## config.mk

```make
export PLATFORM = sky130hd
export DESIGN_NAME = eth_status_counters
export DESIGN_NICKNAME = d
export VERILOG_FILES = /design/src/rtl/eth_status_counters.sv
export SDC_FILE = /design/constraint.sdc
export NUM_CORES = 2
export LEC_CHECK = 0
export BUFFER_PORTS_ARGS = -buffer_cell sky130_fd_sc_hd__buf_4
export CAP_MARGIN = 20
export CORE_MARGIN = 3
export CORE_UTILIZATION = 45
export DETAILED_ROUTE_END_ITERATION = 8
export PLACE_DENSITY = 0.6
export SETUP_SLACK_MARGIN = 0.1
export SLEW_MARGIN = 5
export SYNTH_ARGS = -nofsm -noshare
export SYNTH_HDL_FRONTEND = slang
export SYNTH_SLANG_ARGS = --single-unit
export TNS_END_PERCENT = 10
```

## constraint.sdc

```tcl
create_clock -name clk -period 7.4 [get_ports clk]
set_input_delay 1.48 -clock clk [delete_from_list [all_inputs] [get_ports clk]]
set_output_delay 1.48 -clock clk [all_outputs]
set_load 0.1 [all_outputs]
```

## src/rtl/eth_status_counters.sv

```systemverilog
// Per-channel, per-bit event counters for Ethernet MAC/FIFO status pulses,
// with wrap or saturate limits, clear-on-read and a sticky overflow per channel.
module eth_status_counters #(
  parameter int                      CHANNELS      = 4,
  parameter int                      STATUS_WIDTH  = 16,
  parameter int                      COUNTER_WIDTH = 32,
  parameter bit                      SATURATE      = 1'b1,
  parameter logic [STATUS_WIDTH-1:0] COUNT_MASK    = 16'h01FF,
  localparam int                     CH_W  = (CHANNELS > 1) ? $clog2(CHANNELS) : 1,
  localparam int                     IDX_W = (STATUS_WIDTH > 1) ? $clog2(STATUS_WIDTH) : 1
) (
  input  logic                         clk,
  input  logic                         rst,
  input  logic [CHANNELS*STATUS_WIDTH-1:0] status_in,
  input  logic                         clear_all,
  input  logic                         rd_req,
  input  logic [CH_W-1:0]              rd_channel,
  input  logic [IDX_W-1:0]             rd_index,
  input  logic                         rd_clear,
  output logic                         rd_ack,
  output logic [COUNTER_WIDTH-1:0]     rd_data,
  output logic [CHANNELS-1:0]          overflow
);

  typedef logic [COUNTER_WIDTH-1:0] cnt_t;

  cnt_t                w_cnt [CHANNELS][STATUS_WIDTH];
  logic                w_lim [CHANNELS][STATUS_WIDTH];
  logic [CHANNELS-1:0] w_ovf_set;
  logic                w_rd_valid;
  logic                w_rd_clr_hit;
  cnt_t                w_rd_sel;
  logic                w_unused_status;

  logic                r_rd_ack;
  cnt_t                r_rd_data;
  logic [CHANNELS-1:0] r_ovf;

  // Masked-off status bits feed no counter and are deliberately ignored.
  assign w_unused_status = ^status_in;

  // NOTE: every signal gets a default before any conditional assignment,
  // otherwise always_comb would infer a latch on the untaken path.
  always_comb begin
    w_rd_valid = 1'b0;
    if (int'(rd_channel) < CHANNELS && int'(rd_index) < STATUS_WIDTH)
      w_rd_valid = COUNT_MASK[rd_index];
  end

  assign w_rd_clr_hit = rd_req & rd_clear & w_rd_valid;

  always_comb begin
    w_rd_sel = '0;
    if (w_rd_valid)
      w_rd_sel = w_cnt[rd_channel][rd_index];
  end

  for (genvar c = 0; c < CHANNELS; c++) begin : g_ch
    for (genvar b = 0; b < STATUS_WIDTH; b++) begin : g_bit
      if (COUNT_MASK[b]) begin : g_cnt
        cnt_t r_cnt;
        cnt_t w_base;
        cnt_t w_next;
        logic w_hit;

        // The clear is applied first so a pulse in the clearing cycle lands as 1.
        always_comb begin
          w_base = r_cnt;
          if (clear_all || (w_rd_clr_hit && int'(rd_channel) == c && int'(rd_index) == b))
            w_base = '0;
          w_next = w_base;
          w_hit  = 1'b0;
          if (status_in[c*STATUS_WIDTH+b]) begin
            if (&w_base) begin
              w_hit  = 1'b1;
              w_next = SATURATE ? w_base : '0;
            end else begin
              w_next = w_base + cnt_t'(1);
            end
          end
        end

        // NOTE: counters are individual flops, not a RAM, so they take the
        // synchronous reset like any other state; non-blocking assignment keeps
        // every flop sampling pre-edge values.
        always_ff @(posedge clk) begin
          if (rst) r_cnt <= '0;
          else     r_cnt <= w_next;
        end

        assign w_cnt[c][b] = r_cnt;
        assign w_lim[c][b] = w_hit;
      end else begin : g_off
        assign w_cnt[c][b] = '0;
        assign w_lim[c][b] = 1'b0;
      end
    end
  end

  always_comb begin
    w_ovf_set = '0;
    for (int c = 0; c < CHANNELS; c++)
      for (int b = 0; b < STATUS_WIDTH; b++)
        w_ovf_set[c] = w_ovf_set[c] | w_lim[c][b];
  end

  always_ff @(posedge clk) begin
    if (rst || clear_all) r_ovf <= '0;
    else                  r_ovf <= r_ovf | w_ovf_set;
  end

  // Read data is captured from the pre-update counter value.
  always_ff @(posedge clk) begin
    if (rst) begin
      r_rd_ack  <= 1'b0;
      r_rd_data <= '0;
    end else begin
      r_rd_ack <= rd_req;
      if (rd_req)
        r_rd_data <= w_rd_sel;
    end
  end

  assign rd_ack   = r_rd_ack;
  assign rd_data  = r_rd_data;
  assign overflow = r_ovf;

endmodule

```

# Word level (Yosys, flattened, before mapping)

Memory sizes are Yosys's and may differ from the RTL's.
Index checks and enable logic that the tools add are counted.

Memories kept: 1
Bits of input ports: 75
Word-level logic and storage cells: 430
Bits in registers: 1189
Bits in read-only memories: 16
Output and inout bits: 37

Eq/ne operators: 11
Order comparisons: 3
Mux-type cells: 188
Reduce and logical (&&, ||, !) cells: 115
Add/sub/neg operators: 36
Bitwise gates (word level): 37

Memory list:

| memory           | depth | width | read ports | clocked after memory_dff | write ports | RTL line | text |
|---|---|---|---|---|---|---|---|
| (name not given) | 16    | 1     | 1          | 0                        | 0           | 47       | `w_rd_valid = COUNT_MASK[rd_index];` |

Operators by type and width:

| cell                    | count |
|---|---|
| $mux W32                | 111 |
| $add A32 B1 Y32 const B | 36 |
| $reduce_and A32 Y1      | 36 |
| $bmux W512 S2           | 1 |
| $mux W512               | 2 |
| $bmux W32 S4            | 1 |
| $mux W1                 | 73 |
| $logic_and A1 B1 Y1     | 40 |
| $logic_or A1 B1 Y1      | 37 |
| $or A1 B1 Y1            | 32 |
| $eq A4 B4 Y1 const B    | 5 |
| $eq A4 B3 Y1 const B    | 2 |
| $ge A5 B5 Y1 const B    | 1 |
| $lt A4 B5 Y1 const B    | 1 |
| $not A4 Y5              | 1 |
| $eq A2 B2 Y1 const B    | 2 |
| $eq A4 B2 Y1 const B    | 1 |
| $logic_not A4 Y1        | 1 |
| $or A4 B4 Y4            | 1 |
| $ge A3 B3 Y1 const B    | 1 |
| $not A2 Y3              | 1 |
| $and A1 B1 Y1           | 2 |
| $eq A2 B1 Y1 const B    | 1 |
| $logic_not A2 Y1        | 1 |

# Longest topological paths before layout

Depth after elaboration: 19
Mapped depth: 16
Depth with buffers taken out: 11

# Worst setup path after synthesis

No wires, ideal clock.

Path type: input port to flip-flop
From: in rd_index[3]
To: reg g_ch[0].g_bit[5].g_cnt.r_cnt[8]
Arrival: 4.786 ns
Required time: 7.272 ns
Library setup time: 0.128 ns
Cell stages on the path: 16
Path buffers: 6
Slack: 2.486 ns
Cells stage by stage: buf_2 and4b_1 buf_2 buf_1 a31oi_1 clkbuf_1 and2_1 ha_1 nand4_1 nor4b_1 or4b_1 buf_2 buf_2 o211ai_1 xor2_1 nor2_1

Longest elaborated chain between the ends: 10
Elaborated cells on any way between the ends: 12
Classes of those cells: add/sub: 1; eq/ne: 1; mux: 4; bitwise: 1; reduce/logical: 4; memory: 1

Ends and longest elaborated chain:

| what                                                  | RTL line | text |
|---|---|---|
| start, declared                                       | 18       | `input logic [IDX_W-1:0] rd_index,` |
| $mem_v2 Z16 W1                                        | n/a      |  |
| $mux W1 (implied by the code)                         | 47       |  |
| $and A1 B1 Y1                                         | 50       | `assign w_rd_clr_hit = rd_req & rd_clear & w_rd_valid;` |
| $logic_and A1 B1 Y1                                   | 69       | `if (clear_all \|\| (w_rd_clr_hit && int'(rd_channel) == c && int'(rd_index) == b))` |
| $logic_and A1 B1 Y1 (*)                               | 69       |  |
| $logic_or A1 B1 Y1 (*)                                | 69       |  |
| $mux W32 (*)                                          | 69       |  |
| $add A32 B1 Y32 or $reduce_and A32 Y1 (tied branches) | 78, 74   |  |
| $mux W32                                              | 74       | `if (&w_base) begin` |
| $mux W32 (*)                                          | 73       | `if (status_in[c*STATUS_WIDTH+b]) begin` |
| end signal, assigned                                  | 88       | `else r_cnt <= w_next;` |
| end, declared                                         | 61       | `cnt_t r_cnt;` |

Every way passes the cells marked *; elsewhere a longest branch is shown, timed or not. The select of a mux whose other input is x is not followed.
A chain may end at the register's enable or synchronous reset.

# Worst setup path after layout

From: in rd_index[3]
To: reg g_ch[0].g_bit[2].g_cnt.r_cnt[25]

Longest elaborated chain between the ends: 10
Elaborated cells on any way between the ends: 12
Classes of those cells: add/sub: 1; eq/ne: 1; mux: 4; bitwise: 1; reduce/logical: 4; memory: 1

Ends and longest elaborated chain:

| what                                                  | RTL line |
|---|---|
| $mem_v2 Z16 W1                                        | n/a |
| $mux W1 (implied by the code)                         | 47 |
| $and A1 B1 Y1                                         | 50 |
| $logic_and A1 B1 Y1                                   | 69 |
| $logic_and A1 B1 Y1 (*)                               | 69 |
| $logic_or A1 B1 Y1 (*)                                | 69 |
| $mux W32 (*)                                          | 69 |
| $add A32 B1 Y32 or $reduce_and A32 Y1 (tied branches) | 78, 74 |
| $mux W32                                              | 74 |
| $mux W32 (*)                                          | 73 |
| end signal, assigned                                  | 88 |
| end, declared                                         | 61 |

Marks and branches as above.

==> results.sh <==
export IMPL_relSlewSlack_pct=19.67
export IMPL_grt_pass1_vias=58490
export IMPL_pin_count=112
export IMPL_synth_fa_ha_area_share_pct=0.6502
export IMPL_synth_compound_area_share_pct=10.41
export IMPL_grt_antenna_before_repair=14
export IMPL_portBuffers=83
export IMPL_worstMarginPinSlew_ns=1.202
export IMPL_drc=0
export IMPL_initial_core_util_pct=45.45
export IMPL_yosysWarningCount=0
export IMPL_path_max_fanout=30
export IMPL_synth_mux_area_share_pct=11.12
export IMPL_synthSimpleGateAreaFrac_pct=30.23
export IMPL_cts_sinks=1189
export IMPL_avgSynthCellArea_um2=8.582
export IMPL_min_from="g_ch[2].g_bit[8].g_cnt.r_cnt[16]"
export IMPL_leakage_nw=24.33
export IMPL_finalInstanceArea_um2=76520
export IMPL_finalHoldViolCount=0
export IMPL_ys_flop_type="dfxtp_1"
export IMPL_die_h_um=398.4
export IMPL_syn_num_nets=8184
export IMPL_grt_max_degree=131
export IMPL_timing_fmax_mhz=190.5
export IMPL_hpwl_um=199200
export IMPL_cts_buffers=142
export IMPL_synth_area_leaders="dfxtp_1 34%, mux4_2 9.8%, xor2_1 6.0%"
export IMPL_clk_latency_ns=0.81
export IMPL_clock_path_buffers=3
export IMPL_critPathLaunch="rd_index[3]"
export IMPL_core_area_um2=152400
export IMPL_setup_viol=0
export IMPL_worstSetupPathType="in -> reg"
export IMPL_power_density_nw_per_um2=191.5
export IMPL_finalCritPeriodShare_pct=70.95
export IMPL_synth_edf_count=0
export IMPL_status="finished, final reports clean"
export IMPL_htreeDepth=4
export IMPL_r2r_start="g_ch[0].g_bit[2].g_cnt.r_cnt[0]"
export IMPL_synth_top_family_by_area="simple AND/OR/NAND/NOR gates"
export IMPL_syn_area_um2=69280
export IMPL_finClkSkew_ns=0.03716
export IMPL_drtIter0Drc=7892
export IMPL_worstPathRequired_ns=8.05
export IMPL_cts_resized=0
export IMPL_endpoint_kind="flop"
export IMPL_worstPathArrival_ns=5.91
export IMPL_crit_path_start_kind="primary input"
export IMPL_drtPass1Iterations=6
export IMPL_syn_inst=8073
export IMPL_async_flop_share_pct=0
export IMPL_drive_above_1_share_pct=10.11
export IMPL_yosysSeqAreaShare_pct=34.36
export IMPL_ir_drop_uv=258.1
export IMPL_setup_tns_ns=0
export IMPL_grt_total_usage_pct=32.35
export IMPL_place_congestion=1.011
export IMPL_rsz0062_at_grt="no"
export IMPL_synth_area_leader_cell="dfxtp_1"
export IMPL_num_vias=65560
export IMPL_fp_dieW_um=398.4
export IMPL_routedWlPerCell_um=26.10
export IMPL_cts_hold_buffers=0
export IMPL_synth_top_area_share_pct=34.36
export IMPL_ant_nets=0
export IMPL_viasPerCell=6.474
export IMPL_synthXorXnorAreaFrac_pct=10.08
export IMPL_cts_root_buf="clkbuf_16"
export IMPL_cts_tree="built"
export IMPL_syn2layout_area_growth_pct=10.45
export IMPL_die_area_um2=158700
export IMPL_cts_setup_buffers=0
export IMPL_dpl_instance_area_um2=71570
export IMPL_grt_pass1_wl_um=388000
export IMPL_cap_violations=0
export IMPL_finalMaxSlewViolations=0
export IMPL_routed_wl_um=264300
export IMPL_ys_seq_elements=1189
export IMPL_core_rowCount=143
export IMPL_fin_nets=8095
export IMPL_grt_ovfl_total=0
export IMPL_worstHoldPathType="reg -> reg"
export IMPL_cts_clk_slew_worst_paths_ns=0.06
export IMPL_synth_distinct_cells=93
export IMPL_post_route_min_period_ns=5.251
-- area by class of cell --
class | count | area (um^2)
Inverter | 105 | 395.4
Fill cell | 14440 | 75920
Timing Repair Buffer | 192 | 1488
Clock buffer | 198 | 4100
Sequential cell | 1189 | 23800
Tap cell | 2030 | 2540
Antenna cell | 3 | 7.507
Clock inverter | 56 | 818.3
Multi-Input combinational cell | 6354 | 43370
-- stage by stage --
step / setup WS (ns) / hold slack [ns] / utilization (%) / std cells / power, mW
after global placement: 1.479 / 0.4758 / 46.95 / 9864 / 7.263
final: 2.149 / 0.4990 / 50.20 / 10130 / 14.65
after detailed placement: 1.482 / 0.4832 / 46.95 / 9866 / 7.270
after floorplan: 2.486 / 0.4538 / - / 8073 / 7.023
after CTS: 2.306 / 0.4929 / 50.18 / 10120 / 14.73
after global routing: 1.828 / 0.5153 / 50.19 / 10120 / 15.03
-- layer usage --
| layer | vias to the layer above | wire, um | GRT usage (%) |
|---|---|---|---|
| li1 | 29740 | - | - |
| met4 | 2 | 13910 | 15.12 |
| met2 | 3252 | 110500 | 46.61 |
| met5 | - | 13 | 0 |
| met3 | 557 | 29580 | 8.077 |
| met1 | 32010 | 110400 | 45.25 |
-- cells by family (layout without fill, tap and decap cells) --
group                      count (synthesis)  count (layout)
and+or+nand+nor                         4047            4047
DFF                                     1189            1189
AOI/OAI and AO/OA                       1083            1083
xor gates and xnor gates                 797             797
buffers and inverters                    530             551
muxes                                    391             391
adders and majority gates                 36              36
other                                      0               3
-- power breakdown --
group | internal, mW | switching [mW]
sequential | 6.42 | 0.0260
combinational | 0.189 | 0.507
clock | 4.47 | 3.03
-- placed cells by master (no fill, tap or decap), types with 22 or more instances in the layout --
master	netlist	layout
and4_1	145	145
or2_2	22	22
a211oi_1	47	47
and3_1	259	259
nor4_1	123	122
nor2_1	1025	1024
or3_1	201	201
o21ai_0	214	213
o2111ai_1	59	59
inv_1	105	104
o211ai_1	109	109
clkbuf_1	291	29
mux4_2	302	302
nand4_1	449	449
a31oi_1	24	24
a21oi_1	311	311
buf_4	22	181
o31ai_1	48	48
and2_1	175	175
dfxtp_1	1189	1189
nand3_1	472	472
a22oi_1	49	49
mux2i_1	79	79
clkbuf_8	0	23
nor3_1	205	205
clkinv_2	0	27
nand2_1	736	736
or4_1	82	82
ha_1	36	36
xnor2_1	326	326
xor2_1	471	471
clkbuf_16	0	147
-- cell usage after synthesis, types with 15 or more instances --
| cell | n |
|---|---|
| inv_1 | 105 |
| nor4_1 | 123 |
| and3_1 | 259 |
| a31oi_1 | 24 |
| nor3_1 | 205 |
| and4_1 | 145 |
| nor4b_1 | 17 |
| nand2b_1 | 18 |
| o2111ai_1 | 59 |
| a21oi_1 | 311 |
| o21a_1 | 20 |
| nor2_1 | 1025 |
| buf_2 | 86 |
| nand3_1 | 472 |
| a2111oi_0 | 18 |
| nand4_1 | 449 |
| clkbuf_1 | 291 |
| o211ai_1 | 109 |
| or2_2 | 22 |
| buf_4 | 22 |
| ha_1 | 36 |
| nor3b_1 | 16 |
| mux2i_1 | 79 |
| a22oi_1 | 49 |
| dfxtp_1 | 1189 |
| or4_1 | 82 |
| nand2_1 | 736 |
| or3_1 | 201 |
| nor2b_1 | 15 |
| xnor2_1 | 326 |
| and2_1 | 175 |
| mux4_2 | 302 |
| buf_1 | 25 |
| a211o_1 | 19 |
| nand4b_1 | 20 |
| o21ai_0 | 214 |
| a21o_1 | 20 |
| a211oi_1 | 47 |
| o31ai_1 | 48 |
| xor2_1 | 471 |
-- path summary, 6_finish.rpt --
| path | end | slack, ns | cells past startpoint |
|---|---|---|---|
| worst min register to register | g_ch[2].g_bit[8].g_cnt.r_cnt[16] | 0.50 | 2 |
| worst max-delay path | g_ch[0].g_bit[2].g_cnt.r_cnt[25] | 2.15 | 12 |
| worst min-delay path | g_ch[2].g_bit[8].g_cnt.r_cnt[16] | 0.50 | 2 |
| worst max register to register | g_ch[0].g_bit[2].g_cnt.r_cnt[25] | 3.86 | 8 |
-- flip-flops by register name (all words and copies together) (netlist names) --
signal and flops:
g_ch.g_bit.g_cnt.r_cnt 1152, overflow 4, rd_ack 1, rd_data 32
-- critical path, cell delays in order --
cell and delay [ns]:
buf_4 0.46, nor4b_4 0.22, buf_4 0.23, a21oi_2 0.43
and2_1 0.26, ha_1 0.21, nand4_1 0.19, a2111oi_0 0.71
nand4_1 0.93, nand3_1 0.45, xor2_1 0.19, nor2_1 0.06
No activity file was read; power rests on OpenSTA's default activity.
